<file path="src/rtl/game_ctrl_pkg.sv">
// Shared state encodings for the game sequencer and the display multiplexer.
// Any block decoding `presente` must import these codes rather than redefine them.
package game_ctrl_pkg;

   typedef enum logic [2:0] {
      ST_OFF  = 3'd0,
      ST_WLCM = 3'd1,
      ST_CH   = 3'd2,
      ST_GAME = 3'd3,
      ST_WL   = 3'd4,
      ST_PA   = 3'd5
   } state_t;

   localparam int BTN_POWER = 0;
   localparam int BTN_START = 1;
   localparam int BTN_PAUSE = 2;
   localparam int BTN_SEL   = 3;
   localparam int NUM_BTNS  = 4;

endpackage

</file>
<file path="src/rtl/game_ctrl_btn_cond.sv">
// Push-button conditioner: two-flop synchronizer, stable-level debounce and
// a one-cycle pulse on each accepted rising level.
module btn_cond #(
   parameter int DEB_CYCLES = 270_000
) (
   input  logic clk,
   input  logic rst,
   input  logic raw,
   output logic press
);

   localparam int CW = (DEB_CYCLES > 1) ? $clog2(DEB_CYCLES + 1) : 1;

   logic          sync1_reg;
   logic          sync2_reg;
   logic          level_reg;
   logic [CW-1:0] cnt_reg;

   // The counter only runs while the synced level disagrees with the accepted
   // level; any return to agreement restarts the stability window.
   always_ff @(posedge clk or posedge rst) begin
      if (rst) begin
         sync1_reg <= 1'b0;
         sync2_reg <= 1'b0;
         level_reg <= 1'b0;
         cnt_reg   <= '0;
         press     <= 1'b0;
      end else begin
         sync1_reg <= raw;
         sync2_reg <= sync1_reg;
         press     <= 1'b0;
         if (sync2_reg != level_reg) begin
            if (cnt_reg == CW'(DEB_CYCLES - 1)) begin
               level_reg <= sync2_reg;
               cnt_reg   <= '0;
               press     <= sync2_reg;
            end else begin
               cnt_reg <= cnt_reg + 1'b1;
            end
         end else begin
            cnt_reg <= '0;
         end
      end
   end

endmodule

</file>
<file path="src/rtl/game_ctrl.sv">
// Master game sequencer: conditions the four buttons, runs the game state
// machine and the welcome/result screen timers, and drives the display state code.
module game_ctrl
   import game_ctrl_pkg::*;
#(
   parameter int TICK_DIV   = 27_000_000,
   parameter int WLCM_SEC   = 3,
   parameter int WL_SEC     = 5,
   parameter int DEB_CYCLES = 270_000,
   parameter int NUM_HEROES = 3
) (
   input  logic       clk,
   input  logic       rst,
   input  logic       btn_power,
   input  logic       btn_start,
   input  logic       btn_pause,
   input  logic       btn_sel,
   input  logic       colision,
   input  logic       win,
   output logic [2:0] presente,
   output logic [1:0] heroe_sel,
   output logic       resultado,
   output logic       game_run,
   output logic       clear_score
);

   localparam int PW      = (TICK_DIV > 1) ? $clog2(TICK_DIV) : 1;
   localparam int MAX_SEC = (WLCM_SEC > WL_SEC) ? WLCM_SEC : WL_SEC;
   localparam int SW      = (MAX_SEC > 1) ? $clog2(MAX_SEC) : 1;

   logic [NUM_BTNS-1:0] raw;
   logic [NUM_BTNS-1:0] press;

   assign raw[BTN_POWER] = btn_power;
   assign raw[BTN_START] = btn_start;
   assign raw[BTN_PAUSE] = btn_pause;
   assign raw[BTN_SEL]   = btn_sel;

   generate
      for (genvar gi = 0; gi < NUM_BTNS; gi++) begin : g_btn
         btn_cond #(.DEB_CYCLES(DEB_CYCLES)) u_btn_cond (
            .clk   (clk),
            .rst   (rst),
            .raw   (raw[gi]),
            .press (press[gi])
         );
      end
   endgenerate

   state_t      state_reg;
   state_t      state_next;
   logic [1:0]  heroe_reg;
   logic [1:0]  heroe_next;
   logic        resultado_reg;
   logic        resultado_next;
   logic        game_run_reg;
   logic        clear_score_reg;
   logic [PW-1:0] presc_reg;
   logic [SW-1:0] sec_reg;
   logic        tick_end;
   logic        timeout;

   assign tick_end = (presc_reg == PW'(TICK_DIV - 1));
   assign timeout  = tick_end &&
                     (sec_reg == ((state_reg == ST_WL) ? SW'(WL_SEC - 1) : SW'(WLCM_SEC - 1)));

   // Power overrides everything; within a state the if-chain order gives
   // start > pause > sel, and colision > win > pause in GAME.
   always_comb begin
      state_next     = state_reg;
      heroe_next     = heroe_reg;
      resultado_next = resultado_reg;
      if (press[BTN_POWER] && state_reg != ST_OFF) begin
         state_next = ST_OFF;
      end else begin
         case (state_reg)
            ST_OFF:  if (press[BTN_POWER]) state_next = ST_WLCM;
            ST_WLCM: if (press[BTN_START] || timeout) state_next = ST_CH;
            ST_CH: begin
               if (press[BTN_START]) begin
                  state_next = ST_GAME;
               end else if (press[BTN_SEL]) begin
                  heroe_next = (heroe_reg == 2'(NUM_HEROES - 1)) ? 2'd0 : heroe_reg + 2'd1;
               end
            end
            ST_GAME: begin
               if (colision) begin
                  state_next     = ST_WL;
                  resultado_next = 1'b0;
               end else if (win) begin
                  state_next     = ST_WL;
                  resultado_next = 1'b1;
               end else if (press[BTN_PAUSE]) begin
                  state_next = ST_PA;
               end
            end
            ST_PA: begin
               if (press[BTN_START])      state_next = ST_CH;
               else if (press[BTN_PAUSE]) state_next = ST_GAME;
            end
            ST_WL: begin
               if (press[BTN_START]) state_next = ST_CH;
               else if (timeout)     state_next = ST_WLCM;
            end
            default: state_next = ST_OFF;
         endcase
      end
   end

   always_ff @(posedge clk or posedge rst) begin
      if (rst) begin
         state_reg       <= ST_OFF;
         heroe_reg       <= 2'd0;
         resultado_reg   <= 1'b0;
         game_run_reg    <= 1'b0;
         clear_score_reg <= 1'b0;
         presc_reg       <= '0;
         sec_reg         <= '0;
      end else begin
         state_reg       <= state_next;
         heroe_reg       <= heroe_next;
         resultado_reg   <= resultado_next;
         game_run_reg    <= (state_next == ST_GAME);
         clear_score_reg <= (state_reg == ST_CH) && (state_next == ST_GAME);
         // Timers restart on every state change so each screen gets a full period.
         if (state_next != state_reg) begin
            presc_reg <= '0;
            sec_reg   <= '0;
         end else if (state_reg == ST_WLCM || state_reg == ST_WL) begin
            if (tick_end) begin
               presc_reg <= '0;
               sec_reg   <= sec_reg + 1'b1;
            end else begin
               presc_reg <= presc_reg + 1'b1;
            end
         end
      end
   end

   assign presente    = state_reg;
   assign heroe_sel   = heroe_reg;
   assign resultado   = resultado_reg;
   assign game_run    = game_run_reg;
   assign clear_score = clear_score_reg;

endmodule

</file>
<file path="config.mk">
export PLATFORM = sky130hd
export DESIGN_NAME = game_ctrl
export DESIGN_NICKNAME = d
export VERILOG_FILES = /design/src/rtl/game_ctrl_pkg.sv /design/src/rtl/game_ctrl_btn_cond.sv /design/src/rtl/game_ctrl.sv
export SDC_FILE = /design/constraint.sdc
export NUM_CORES = 1
export LEC_CHECK = 0
export ABC_CLOCK_PERIOD_IN_PS = 5600
export CAP_MARGIN = 5
export CORE_MARGIN = 1
export CORE_UTILIZATION = 62
export DETAILED_ROUTE_END_ITERATION = 16
export PLACE_DENSITY_LB_ADDON = 0.3
export SLEW_MARGIN = 0
export SYNTH_ARGS = -nofsm -noshare
export SYNTH_HDL_FRONTEND = slang
export SYNTH_SLANG_ARGS = --single-unit
</file>
<file path="constraint.sdc">
create_clock -name clk -period 5.6 [get_ports clk]
set_input_delay 1.68 -clock clk [delete_from_list [all_inputs] [get_ports clk]]
set_output_delay 1.68 -clock clk [all_outputs]
set_load 0.01 [all_outputs]
</file>
==> flow_summary.yaml <==
detailed_routing:
  ant_nets: 0
  drt_iter0_drc: 295
  first_pass_iters: 5
  wire_per_inst_um: 15.4
  vias_per_cell: 5.86
  drc: 0
  wl_met2_mm: 6.21
  highest_layer: "met4"
  wl_mm: 12.6
  vias: 4788
  route.layer.met1.wl_mm: 5.68
  met3_length_um: 481
cells_and_area:
  multi_input_area_mm2: 0.00300
  drive_above_1_share_pct: 7.31
  final_core_util_pct: 72.8
  fillers: 707
  largest_reg_flops: 76
  final_cells: 817
  syn_to_final_growth_pct: 13.1
  num_antenna_cells: 0
  seqCellArea_mm2: 0.00320
  nNetsFinal: 685
cts:
  cts_sinks: 128
  post_cts_resized: 0
  clkLatencyLatePin_ns: 0.53
  hold_buffers: 0
  path_clk_slew_ns: 0.06
  numCtsBuffers: 17
  clockBufferDepth: 2
  cts_root_buf: "clkbuf_8"
  cts_tree: "built"
  cts_setup_buffers: 0
  htree_levels: 4
global_route:
  grtUsageTotal_pct: 26.5
  gr-total-overflow: 0
  antenna_found_initial: 0
  grt_pass1_wl_mm: 21.3
  grt_max_degree: 96
  grt_pass1_vias: 4633
worst_hold_path:
  hold_end: "g_btn[3].u_btn_cond.sync2_reg"
  hold_path_depth: 0
  hp-start: "g_btn[3].u_btn_cond.sync1_reg"
  hold_path_class: "reg -> reg"
sta:
  setup_violations: 0
  slew_headroom_pct: 45.0
  whs_ns: 0.370
  rsz0062_at_grt: "false"
  max_freq_mhz: 284
  min_period_over_period_pct: 62.8
  hold_viol: 0
  setup_tns_ns: 0
  clock_skew_ns: 0.0122
  drv_slew: 0
  period_minus_slack_ns: 3.52
  tightest_slew_ns: 0.819
setup_path:
  start_kind: "flop"
  crit_fanout: 18
  rrSetupSlack_ns: 2.79
  cpLargestDelayFamily: "flip-flops"
  worstSetupPathType: "reg -> out"
  arrival_ns: 1.84
  cpPeakStageDelay_ns: 0.67
  cp-end-kind: "output pin"
  r2r-end: "clear_score"
  cp_cell_sequence: "clkdlybuf4s50_1"
  reg2reg_from: "presc_reg[6]"
  cp_slowest_cell: "dfrtp_1"
  r2r_cells: 6
  cp_num_buf_inv: 1
  required_ns: 3.92
placement:
  gp_congestion: 0.816
  place_inst: 785
  portBuffers: 15
  dp_hpwl_mm: 8.16
die:
  core_area_mm2: 0.00982
  fp-row-count: 36
  die_w_um: 103
  start_util_pct: 64.4
  pin_count: 16
  die_h_um: 103
  dieArea_mm2: 0.0106
logic_synthesis:
  synth_cell_type_count: 49
  synth_nets: 668
  syn_area_mm2: 0.00632
  synth-seq-cells: 128
  ys.flop_type: "dfrtp_1"
  yosysWarnings: 0
  avgSynthCellArea_um2: 9.66
  syn_inst: 654
  ys_seq_area_share_pct: 50.7
  synth_edf_count: 0
  async_reset_ff_share_pct: 100
power_and_ir_drop:
  p_total_mw: 2.07
  p_int_mw: 1.60
  p_switching_mw: 0.473
  combPwrFrac_pct: 2.2
  power_per_cell_area_mw_per_mm2: 290
  leakage_nw: 3.13
  power.share.switching_pct: 22.8
  irDropWorstVdd_mv: 0.316
  clkPwrFrac_pct: 52.2
  seqPwrFrac_pct: 45.6
job:
  cap_violations: 0
outcome:
  status: "finished clean"
-- power groups by stage --
stage          Sequential [mW]  Combinational (mW)  Clock (mW)
2_1_floorplan            0.958              0.0316           0
3_3_place_gp             0.960              0.0456           0
3_5_place_dp             0.961              0.0475           0
4_1_cts                  0.945              0.0480        1.09
5_1_grt                  0.946              0.0541        1.13
6_report                 0.945              0.0462        1.08
-- cells in the mapped netlist (2+ instances only) --
library cell,count,area (um2)
and4_1,9,78.8
a31oi_1,4,25.0
xnor2_1,25,219
a21oi_1,27,135
nand4_2,2,25.0
a211oi_1,2,15.0
nand4b_1,3,26.3
and3_1,28,175
nand4_1,20,125
nand3b_1,3,22.5
nand2_1,58,218
dfrtp_1,128,3200
nand3_1,37,185
nor2b_1,7,43.8
or4b_2,2,20.0
mux2_2,5,56.3
nor4_1,9,56.3
nor4b_1,4,35.0
o21ai_0,18,90.1
xor2_1,56,490
buf_2,5,25.0
inv_1,7,26.3
nor2_1,124,465
mux2i_1,4,40.0
nor3b_1,7,52.6
nand2b_1,4,25.0
clkbuf_1,9,33.8
nor3_1,19,95.1
buf_4,3,22.5
ha_1,6,75.1
-- area by class of cell --
class	count	share of cell area, %
well taps	133	2.33
repair buffers	16	2.38
clock buffers	18	5.99
multi-input cells	501	41.9
flip-flops and latches	128	44.8
clock inverters	14	2.15
inverters	7	0.403
-- how the worst max path moves through the flow --
stage,start,end,cells after the start,slack (ns)
4_1_cts,presente[0],presente[0],1,2.08
3_5_place_dp,colision,presc_reg[1],7,1.73
6_report,presente[0],presente[0],1,2.08
2_1_floorplan,rst,clear_score,1,0.51
5_1_grt,presente[0],presente[0],1,1.99
3_3_place_gp,colision,presc_reg[13],7,1.87
-- metal layers --
| layer | vias up | track usage, % |
|---|---|---|
| li1 | 2314 | - |
| met1 | 2349 | 33.5 |
| met2 | 105 | 43.8 |
| met3 | 20 | 7.46 |
| met4 | 0 | 9.64 |
| met5 | - | 0 |
-- placed cells by master (no fill, tap or decap), types with 2 or more instances in the layout --
cell	instances
mux2i_1	4
nor3b_1	7
o21ai_0	18
dfrtp_1	128
or4b_2	2
clkinvlp_4	5
nand4_2	2
and4_1	9
nor4b_1	4
clkinv_2	2
nor3_1	19
inv_6	3
nand4b_1	3
clkdlybuf4s50_1	15
nor2_1	124
and3_1	28
a31oi_1	4
ha_1	6
clkbuf_8	2
nand2_1	58
clkbuf_16	16
nor2b_1	7
a211oi_1	2
nor4_1	9
nand4_1	20
bufinv_16	2
nand3_1	37
xnor2_1	25
xor2_1	56
nand2b_1	4
inv_1	6
mux2_2	5
a21oi_1	27
nand3b_1	3
-- cell families after synthesis --
kind of cell | share of synthesized area (%)
buffers and inverters | 1.88
and+or+nand+nor | 28.1
AOI/OAI and AO/OA | 5.39
adders and majority gates | 1.19
muxes | 1.52
xor gates and xnor gates | 11.2
DFF | 50.7
-- through the flow --
step | instance area, um2 | setup slack, ns
floorplan | 6320 | 0.507
global placement | 6570 | 1.87
detailed placement | 6570 | 1.73
CTS | 7150 | 2.08
global route | 7150 | 1.99
finish | 7150 | 2.08
No activity file was read; power rests on OpenSTA's default activity.
